<file path="config.mk">
export PLATFORM = sky130hd
export DESIGN_NAME = memory_access_stage
export DESIGN_NICKNAME = d
export VERILOG_FILES = /design/src/rtl/memory_access_stage.sv
export SDC_FILE = /design/constraint.sdc
export NUM_CORES = 1
export LEC_CHECK = 0
export ABC_AREA = 1
export CORE_UTILIZATION = 25
export CTS_BUF_LIST = sky130_fd_sc_hd__clkbuf_4
export DETAILED_ROUTE_END_ITERATION = 6
export SLEW_MARGIN = 20
export SYNTH_ARGS = -nofsm -noshare
export SYNTH_HDL_FRONTEND = slang
export SYNTH_SLANG_ARGS = --single-unit
</file>
<file path="constraint.sdc">
create_clock -name system_clock -period 1.8 [get_ports system_clock]
set_clock_uncertainty 0.15 [all_clocks]
set_input_delay 0.27 -clock system_clock [delete_from_list [all_inputs] [get_ports system_clock]]
set_output_delay 0.27 -clock system_clock [all_outputs]
set_load 0.005 [all_outputs]
</file>
<file path="src/rtl/memory_access_stage.sv">
// MEM stage: issues single-outstanding data-memory word accesses and registers the MEM/WB bundle.
// Misaligned and timed-out accesses complete without a GPR write and raise a one-cycle flag.
module memory_access_stage #(
  parameter int TIMEOUT_CYCLES = 255,
  parameter int COUNTER_WIDTH  = 16
) (
  input  logic        system_clock,
  input  logic        reset,
  input  logic        flush,
  input  logic        ex_valid,
  input  logic        ex_memory_read,
  input  logic        ex_memory_write,
  input  logic        ex_memory_to_register,
  input  logic        ex_register_write,
  input  logic [4:0]  ex_write_address,
  input  logic [31:0] ex_alu_result,
  input  logic [31:0] ex_store_data,
  output logic        stall,
  output logic        mem_request,
  output logic        mem_write,
  output logic [31:0] mem_address,
  output logic [31:0] mem_write_data,
  input  logic        mem_ready,
  input  logic [31:0] mem_read_data,
  output logic        wb_valid,
  output logic        wb_register_write,
  output logic [4:0]  wb_write_address,
  output logic [31:0] wb_write_data,
  output logic        misaligned,
  output logic        bus_error
);

  typedef enum logic {IDLE = 1'b0, ACCESS = 1'b1} state_t;

  localparam logic [COUNTER_WIDTH-1:0] LAST_COUNT = COUNTER_WIDTH'(TIMEOUT_CYCLES - 1);

  state_t                   state_r;
  logic [COUNTER_WIDTH-1:0] count_r;
  logic                     mtr_r;
  logic                     reg_write_r;

  logic accept_s;
  logic mem_op_s;
  logic aligned_s;
  logic timeout_s;

  // Acceptance decode, timeout detect and the combinational upstream stall
  always_comb begin
    accept_s  = (state_r == IDLE) && ex_valid && !flush;
    mem_op_s  = ex_memory_read | ex_memory_write;
    aligned_s = (ex_alu_result[1:0] == 2'b00);
    timeout_s = (state_r == ACCESS) && !mem_ready && (count_r == LAST_COUNT);
    if (state_r == ACCESS) begin
      stall = !mem_ready;
    end else begin
      stall = accept_s && mem_op_s && aligned_s;
    end
  end

  // Access FSM with registered memory request and MEM/WB bundle
  always_ff @(posedge system_clock or negedge reset) begin
    if (!reset) begin
      state_r           <= IDLE;
      count_r           <= '0;
      mtr_r             <= 1'b0;
      reg_write_r       <= 1'b0;
      mem_request       <= 1'b0;
      mem_write         <= 1'b0;
      mem_address       <= 32'h0000_0000;
      mem_write_data    <= 32'h0000_0000;
      wb_valid          <= 1'b0;
      wb_register_write <= 1'b0;
      wb_write_address  <= 5'd0;
      wb_write_data     <= 32'h0000_0000;
      misaligned        <= 1'b0;
      bus_error         <= 1'b0;
    end else begin
      // Pulses and the write enable default low; only a completing instruction raises them
      wb_valid          <= 1'b0;
      wb_register_write <= 1'b0;
      misaligned        <= 1'b0;
      bus_error         <= 1'b0;
      case (state_r)
        IDLE: begin
          if (accept_s) begin
            wb_write_address <= ex_write_address;
            if (!mem_op_s) begin
              wb_valid          <= 1'b1;
              wb_register_write <= ex_register_write;
              wb_write_data     <= ex_alu_result;
            end else if (!aligned_s) begin
              wb_valid      <= 1'b1;
              misaligned    <= 1'b1;
              wb_write_data <= ex_alu_result;
            end else begin
              state_r        <= ACCESS;
              count_r        <= '0;
              mem_request    <= 1'b1;
              mem_write      <= ex_memory_write;
              mem_address    <= {ex_alu_result[31:2], 2'b00};
              mem_write_data <= ex_store_data;
              reg_write_r    <= ex_register_write & ~ex_memory_write;
              mtr_r          <= ex_memory_to_register;
            end
          end else begin
            state_r <= IDLE;
          end
        end
        ACCESS: begin
          if (mem_ready) begin
            state_r           <= IDLE;
            mem_request       <= 1'b0;
            wb_valid          <= 1'b1;
            wb_register_write <= reg_write_r;
            wb_write_data     <= mtr_r ? mem_read_data : mem_address;
          end else if (timeout_s) begin
            state_r     <= IDLE;
            mem_request <= 1'b0;
            wb_valid    <= 1'b1;
            bus_error   <= 1'b1;
          end else begin
            count_r <= count_r + COUNTER_WIDTH'(1);
          end
        end
        default: begin
          state_r     <= IDLE;
          mem_request <= 1'b0;
        end
      endcase
    end
  end

endmodule
</file>
==> out/results.tsv, run 1 <==
metric	value	unit
outcome	finished with violations	
failing checks	setup timing	
n_diodes	0	
CTS H-tree depth	4	
PortBufs	215	
GPL Wtd Cong	0.802	
Fmax	501	MHz
Final #Nets	1074	
die area	23500	sq um
Synth async-reset ratio	100	%
Core Box Area	22600	sq um
CTS tree	yes	
DR DRC count	0	
Overflow after GRT	0	
RSZ-0062 raised after global routing	yes	
final setup vio count	2	
Die Y	153	um
worst skew pair latency	530	ps
drt wl/cell	14.2	um
number of cell rows	55	
synthesized flop and latch total	124	
Initial Util	25.4	%
via count	5592	
WL final	17.9	mm
post-synthesis sequential area ratio	54.2	%
Vias/cell	4.44	
number of max-cap violations	0	
Pre-antenna DRT Iters	4	
vias in the first global route	5365	
ratio of cells with drive above 1 in the final layout	10.4	%
filler cell count	2357	
Top FF cell, synth	dfrtp_1	
Sink Count	124	
placed cell count	1206	
antenna violations before repair	1	
pin count of the biggest net entering global routing	61	
CP peak stage delay	470	ps
Hold Crit Class	input pin to register	
crit-path cells	nor3_4, inv_4, nor2_8, inv_2, nand2_2, buf_6	
GRT Util Overall	15.6	%
Critical Path Start Type	register	
root buffer cell	clkbuf_4	
area grow syn2layout	52.6	%
CTS clk-pin slew, worst paths	130	ps
Post-Layout Cell Count	1259	
crit path DAT	1570	ps
Post-DRT Antenna Nets	0	
min Tclk post-route	1990	ps
P per Cell Area	865	nW/um^2
YS warnings	0	
Final Cycle Share	111	%
Boundary Pins	218	
initial drt markers	290	
global-route wire length before repair	28.8	mm
Syn Std Cell Area	5730	sq um
Worst EP required	1380	ps
final worst slack	-194	ps
post-detail-place hpwl	12.1	mm
Synth Instances	707	
Die X	153	um
Longest Clk Path Bufs	2	
hold slack final	117	ps
CP max stage cell	dfrtp_2	
peak supply drop	0.000357	V
Avg Cell Area, Syn	8.10	sq um
Pleak	4.25	nW
final hold violations	0	
kind of critical path	register to primary output	
fin. max-slew vios	0	
EDFF count, synth	0	
Synth cell types	29	
CTS buffer count	17	
worst-path fanout max	4	
nature of the critical path endpoint	primary output	
-- Yosys cell counts, types with 2 or more instances --
master    number  share of area, %
nand2_1      238                16
dfrtp_1      124                54
nor2_1        68               4.5
o21ai_0       60               5.2
inv_1         52               3.4
a31oi_1       32               3.5
a21oi_1       30               2.6
nand3_1       29               2.5
clkbuf_1      15              0.98
buf_2         10              0.87
buf_4         10               1.3
nand4_1        7              0.76
o21ai_1        7              0.61
buf_6          4              0.79
xor2_1         4              0.61
ha_1           2              0.44
inv_2          2              0.13
nand2_2        2              0.22
-- flip-flops by register name, indices dropped and copies added (netlist names) --
signal and count:
mem_request 1, count_r 16, wb_valid 1, state_r 1
mtr_r 1, mem_address 30, misaligned 1, bus_error 1
mem_write 1, wb_register_write 1, wb_write_data 32, wb_write_address 5
mem_write_data 32, reg_write_r 1
-- per-layer routing --
metal	vias up	track usage (%)	share of wire, %
met4	2	3.86	1.1
met5	-	0	0.073
met1	2593	19.9	46
met3	14	6.01	8.6
met2	207	24.5	45
li1	2776	-	-
-- power by group --
part           internal [mW]  total, mW  switching, mW  leakage [nW]
Sequential              3.31       3.60          0.287          1.51
Clock                  0.698       1.80           1.11         0.134
Combinational           1.17       2.16          0.992          2.60
Total                   5.17       7.56           2.39          4.25
-- final cells by class --
type / instances / area, sq um / share of cell area [%]
clock buffers: 19 / 143 / 1.63
repair buffers: 275 / 2630 / 30.1
clock inverters: 12 / 100 / 1.15
inverters: 55 / 209 / 2.39
multi-input cells: 489 / 2190 / 25.1
flip-flops and latches: 124 / 3100 / 35.5
well taps: 285 / 357 / 4.08
-- worst max-delay path: cells and delay by family (launching register included) --
| kind | cells | cell delay [ps] |
|---|---|---|
| flip-flops | 1 | 470 |
| AND/OR/NAND/NOR | 3 | 350 |
| buffers and inverters | 3 | 230 |
-- metrics by stage --
stage / instance area, sq um / setup WS, ps / total power, mW / util, % / setup TNS (ps)
floorplan: 5730 / 0.990 / 4.41 / - / 0
global placement: 8370 / -560 / 6.01 / 37.1 / -31760
detailed placement: 8370 / -530 / 6.04 / 37.1 / -33730
CTS: 8660 / -282 / 7.66 / 38.4 / -299
global route: 8740 / -332 / 8.09 / 38.7 / -2980
finish: 8740 / -194 / 7.56 / 38.7 / -202
-- cell families after synthesis --
logic type / synth area share, %
xor+xnor: 0.765
compound gates: 12.1
other cells: 0.0655
flops: 54.2
fa+ha+maj: 0.437
simple gates: 24.6
mux: 0.175
buf+inv: 7.67
-- repair_timing --
action / in CTS / in global routing
pin swaps: 1 / 1
gates resized for setup: 114 / 4
setup buffers: 15 / 0
setup endpoints to repair: 154 / 68
gates cloned: 1 / 3
hold buffers: 3 / 0
hold endpoints to repair: 124 / 0
-- cell usage in the layout, fill, tap and decap left out, types with 2 or more instances in the layout --
master,n
nand2_1,237
dfrtp_1,123
clkdlybuf4s50_1,108
dlygate4sd2_1,105
nor2_1,68
o21ai_0,60
inv_1,52
buf_4,43
a31oi_1,32
a21oi_1,30
nand3_1,29
clkbuf_4,19
nand4_1,7
o21ai_1,7
buf_6,7
clkinv_2,6
buf_12,6
xor2_1,4
clkinvlp_4,3
dlygate4sd3_1,3
inv_2,2
nand2_2,2
ha_1,2
conb_1,2
clkbuf_16,2
-- path summary, 6_finish.rpt --
kind / startpoint / to / slack [ps] / depth (start not counted)
min in group asynchronous: reset / wb_register_write / 600 / 3
setup / recovery: state_r / stall / -190 / 6
hold reg to reg: mem_write_data[18] / mem_write_data[18] / 320 / 2
setup reg to reg: state_r / wb_write_data[27] / -10 / 7
hold / removal: ex_write_address[2] / wb_write_address[2] / 120 / 3
max in group asynchronous: reset / wb_write_data[5] / 100 / 4
No activity file was read; power rests on OpenSTA's default activity.
==> run 2: changes to the inputs <==
Settings changed: CORE_UTILIZATION 25 to 41, PLACE_DENSITY set to 0.78.
==> run 2 against run 1 <==
Effect of this change:
- largest power group unchanged
- design area fell by 2.6%
- die area fell by 39%
- the flow still finishes with violations (setup timing)
- clock power rose by 19%
- sequential power barely moved
- worst setup slack improved by 74 ps
- highest routed layer is now met4
==> out/results.tsv, run 2 (synthesis gave the netlist of run 1 again) <==
metric	value	unit
worst skew pair latency	530	ps
kind of critical path	register to primary output	
worst hold start	ex_store_data[21]	
Sequential Power Share	46.0	%
Core Box Area	13500	sq um
initial drt markers	442	
Sw Ratio	28.7	%
Vias/cell	4.86	
via count	5535	
Pleak	4.20	nW
Initial Util	42.6	%
number of cell rows	42	
worst slew pin tran	705	ps
final worst slack	-120	ps
Longest Clk Path Bufs	2	
commonest non-fill, non-tap cell in the layout	nand2_1	
WL final	16.2	mm
worst r2r path cells	9	
CTS H-tree depth	4	
fin util	63.3	%
Post-DRT Antenna Nets	0	
origin of the critical flop-to-flop path	state_r	
Top Registers	mem_write_data: 32 flops, wb_write_data: 32 flops, mem_address: 30 flops	
peak supply drop	0.000555	V
number of max-cap violations	0	
GPL Wtd Cong	0.887	
global-route wire length before repair	26.0	mm
failing checks	setup timing	
root buffer cell	clkbuf_4	
Reg2Reg Setup Slack	140	ps
internal power	5.58	mW
Boundary Pins	218	
register area	3100	sq um
fin. max-slew vios	0	
crit path DAT	1500	ps
Die Y	120	um
Hold Crit Class	input pin to register	
min Tclk post-route	1920	ps
area grow syn2layout	48.6	%
die area	14400	sq um
Overflow after GRT	0	
PortBufs	215	
area occupied by multi-input gates	2190	sq um
pin count of the biggest net entering global routing	71	
P per Cell Area	919	nW/um^2
Clock power frac	27.4	%
Pre-antenna DRT Iters	5	
Final #Nets	1061	
Worst EP required	1380	ps
nature of the critical path endpoint	primary output	
Total Neg Setup Slack	-120	ps
drt wl/cell	14.2	um
Final Cycle Share	107	%
CTS clk-pin slew, worst paths	100	ps
CTS buffer count	17	
GRT Util Overall	23.3	%
antenna violations before repair	1	
ratio of cells with drive above 1 in the final layout	9.26	%
Sink Count	124	
hold path cells	3	
DR DRC count	0	
Die X	120	um
filler cell count	1222	
worst-path fanout max	2	
RSZ-0062 raised after global routing	yes	
Hold Crit Endpoint	mem_write_data[21]	
Critical Path Start Type	register	
final setup vio count	1	
CTS tree	yes	
most frequent cells in the layout	236 x nand2_1, 124 x dfrtp_1, 108 x clkdlybuf4s50_1	
Relative slew margins	52.8	%
final hold violations	0	
outcome	finished with violations	
Fmax	521	MHz
vias in the first global route	5297	
post-detail-place hpwl	11.4	mm
Psw	2.24	mW
logic gate share of total power	26.6	%
RR Endpoint	reg_write_r	
crit path from	state_r	
==> run 2: stage by stage <==
step / total power, mW / cell area [sq um] / instances / hold WS, ps / setup slack [ps]
2_1_floorplan: 4.41 / 5730 / 708 / -176 / 0.990
3_3_place_gp: 5.97 / 8190 / 1092 / 23.6 / -507
3_5_place_dp: 6.02 / 8190 / 1092 / 28.5 / -533
4_1_cts: 7.91 / 8470 / 1136 / 56.3 / -179
5_1_grt: 8.31 / 8510 / 1138 / 69.0 / -221
6_report: 7.82 / 8510 / 1138 / 109 / -120
==> run 2: layer usage <==
layer  global-route usage (%)  vias up  wire length, um  part of all wire (%)
met5                        0        -                0                     0
met4                     8.67        0              327                   2.0
met3                     7.12       24             1230                   7.6
met2                     37.9      195             7820                    48
met1                     29.0     2568             6780                    42
li1                         -     2748                -                     -
==> run 2: cell type report <==
cell class                 count  share of cell area [%]
antenna                        1                  0.0294
clock buffer                  22                    1.94
clock inverter                 9                    1.71
inverter                      55                    2.46
multi-input combinational    489                    25.8
sequential                   124                    36.5
tap                          176                    2.59
timing repair buffer         262                    29.0
==> run 2: repair_timing <==
action	4_1_cts	5_1_grt
cloned	0	0
hold endpoints to repair	124	0
pin swaps	1	0
setup buffers	11	1
hold buffers	2	0
setup endpoints to repair	106	27
resized for setup	109	10
==> run 2: worst max-delay path: stages (launching register included) <==
cell and delay [ps]:
dfrtp_1 420, nor3_4 180, inv_4 70, nor2_8 100, inv_2 50, nand2_2 50, buf_6 90
==> run 2: worst max-delay path by stage <==
| stage | endpoint | slack, ps | cells after the start |
|---|---|---|---|
| after floorplan | stall | 1 | 8 |
| after global routing | stall | -220 | 6 |
| after global placement | stall | -510 | 7 |
| after CTS | stall | -180 | 6 |
| after detailed placement | count_r[14] | -530 | 9 |
| final | stall | -120 | 6 |
==> run 2: power groups by stage <==
| stage | Clock (mW) | Combinational [mW] | Sequential [mW] |
|---|---|---|---|
| finish | 2.15 | 2.08 | 3.59 |
| floorplan | 0 | 0.722 | 3.69 |
| CTS | 2.22 | 2.09 | 3.60 |
| global placement | 0 | 2.32 | 3.65 |
| detailed placement | 0 | 2.35 | 3.67 |
| global route | 2.33 | 2.31 | 3.66 |
==> run 3: changes to the inputs <==
Settings changed: CORE_ASPECT_RATIO set to 0.75, PLACE_DENSITY 0.78 to 0.9.
==> run 3 against run 2 <==
Effect of this change:
- the flow finishes with violations (DRC, setup timing)
- power grew 0.56%
- via count grew 4.4%
- sequential share of layout area shrank 0.89 points
- highest routed layer unchanged
- critical endpoint unchanged
- clock power shrank 6%
- sequential power is essentially flat
- clock-buffer cell count shrank 4
- utilization grew 2.4 points
- hold slack lost 63 ps
- worst setup slack lost 12 ps
- critical path type unchanged
- wire length grew 7.3%
==> out/results.tsv, run 3 (synthesis gave the netlist of run 1 again) <==
metric	value	unit
GRT Util Overall	24.2	%
Vias/cell	5.04	
root buffer cell	clkbuf_4	
final hold violations	0	
total power	7.86	mW
hold slack final	46.7	ps
WL final	17.3	mm
Worst EP required	1380	ps
origin of the critical flop-to-flop path	state_r	
die area	14400	sq um
area grow syn2layout	52.4	%
global-route wire length before repair	27.8	mm
final setup vio count	31	
number of max-cap violations	0	
via count	5777	
most frequent cells in the layout	234 x nand2_1, 124 x dfrtp_1, 108 x clkdlybuf4s50_1	
failing checks	DRC, setup timing	
Initial Util	43.1	%
Fmax	518	MHz
Sink Count	124	
Worst path top cell family by delay	flip-flops	
crit-path cells	nor3_4, inv_4, nor2_8, inv_2, nand2_2, buf_2	
worst skew pair latency	500	ps
WP buf/inv	3	
crit path DAT	1510	ps
Die Y	104	um
peak supply drop	0.000512	V
PortBufs	215	
worst-path fanout max	2	
min Tclk post-route	1930	ps
setup slack at placement	-390	ps
CP max stage cell	dfrtp_1	
DR DRC count	27	
kind of critical path	register to primary output	
drt wl/cell	15.1	um
Critical Path Start Type	register	
filler cell count	1105	
Longest Clk Path Bufs	2	
commonest non-fill, non-tap cell in the layout	nand2_1	
final instance area	8720	sq um
outcome	finished with violations	
initial drt markers	394	
GPL Wtd Cong	0.889	
nature of the critical path endpoint	primary output	
Final #Nets	1075	
Core Box Area	13300	sq um
CTS H-tree depth	4	
placed inst area	8250	sq um
CTS buffer count	17	
CTS clk-pin slew, worst paths	110	ps
Final Cycle Share	107	%
fin. max-slew vios	0	
Overflow after GRT	0	
Die X	138	um
vias in the first global route	5583	
P per Cell Area	901	nW/um^2
post-detail-place hpwl	11.8	mm
pin count of the biggest net entering global routing	62	
number of cell rows	36	
Pleak	4.33	nW
antenna violations before repair	0	
Pre-antenna DRT Iters	7	
Post-DRT Antenna Nets	0	
Boundary Pins	218	
crit path from	state_r	
Hold Crit Class	input pin to async pin	
RSZ-0062 raised after global routing	yes	
CTS tree	yes	
ratio of cells with drive above 1 in the final layout	11.2	%
CP peak stage delay	450	ps
fin util	65.7	%
n_diodes	0	
Top Registers	mem_write_data: 32 flops, wb_write_data: 32 flops, mem_address: 30 flops	
final worst slack	-132	ps
run 3: worst register-to-register path: stages (launching register included):
cell and delay, ps:
dfrtp_1 450, nor3_4 200, buf_4 150, buf_4 130
nand2_1 110, nand2_4 220, buf_12 140, clkbuf_16 160
a31oi_1 100
run 3: area by class of cell:
type | instances | area, sq um | area share, %
clock inverters | 13 | 151 | 1.74
inverters | 55 | 209 | 2.39
flip-flops and latches | 124 | 3100 | 35.6
repair buffers | 276 | 2680 | 30.7
multi-input cells | 489 | 2230 | 25.6
well taps | 171 | 214 | 2.45
clock buffers | 18 | 135 | 1.55
run 3: routing by layer:
layer  track usage [%]  up-vias  wire length (um)
met1              30.9     2733              7480
met3              7.41       18              1500
li1                  -     2776                 -
met5                 0        -                 0
met2              39.4      250              8170
met4              6.90        0               188
run 3: power by group:
part	leakage (nW)	total (mW)	internal (mW)	switching [mW]
registers	1.52	3.60	3.31	0.292
clock network	0.155	2.02	0.959	1.06
logic	2.66	2.24	1.20	1.03
run 3: stage by stage:
step	std cells	TNS [ps]
floorplan	708	0
global placement	1090	-22980
detailed placement	1090	-29010
CTS	1142	-138
global route	1146	-3620
finish	1146	-1590
run 3: final timing paths:
| kind | endpoint | slack (ps) | depth (start not counted) |
|---|---|---|---|
| setup reg to reg | wb_write_data[7] | -100 | 8 |
| hold / removal | mem_write_data[6] | 50 | 2 |
| min in group system_clock | mem_write_data[20] | 140 | 3 |
| max in group asynchronous | mem_address[2] | 900 | 3 |
| setup / recovery | stall | -130 | 6 |
| hold reg to reg | mem_write_data[3] | 330 | 2 |
run 3: timing repair:
item	CTS	global route
gates resized for setup	109	17
pin swaps	1	1
endpoints found under the hold margin	124	0
setup buffers	20	1
endpoints found under the setup margin	104	47
hold buffers	1	0
cloned	0	3
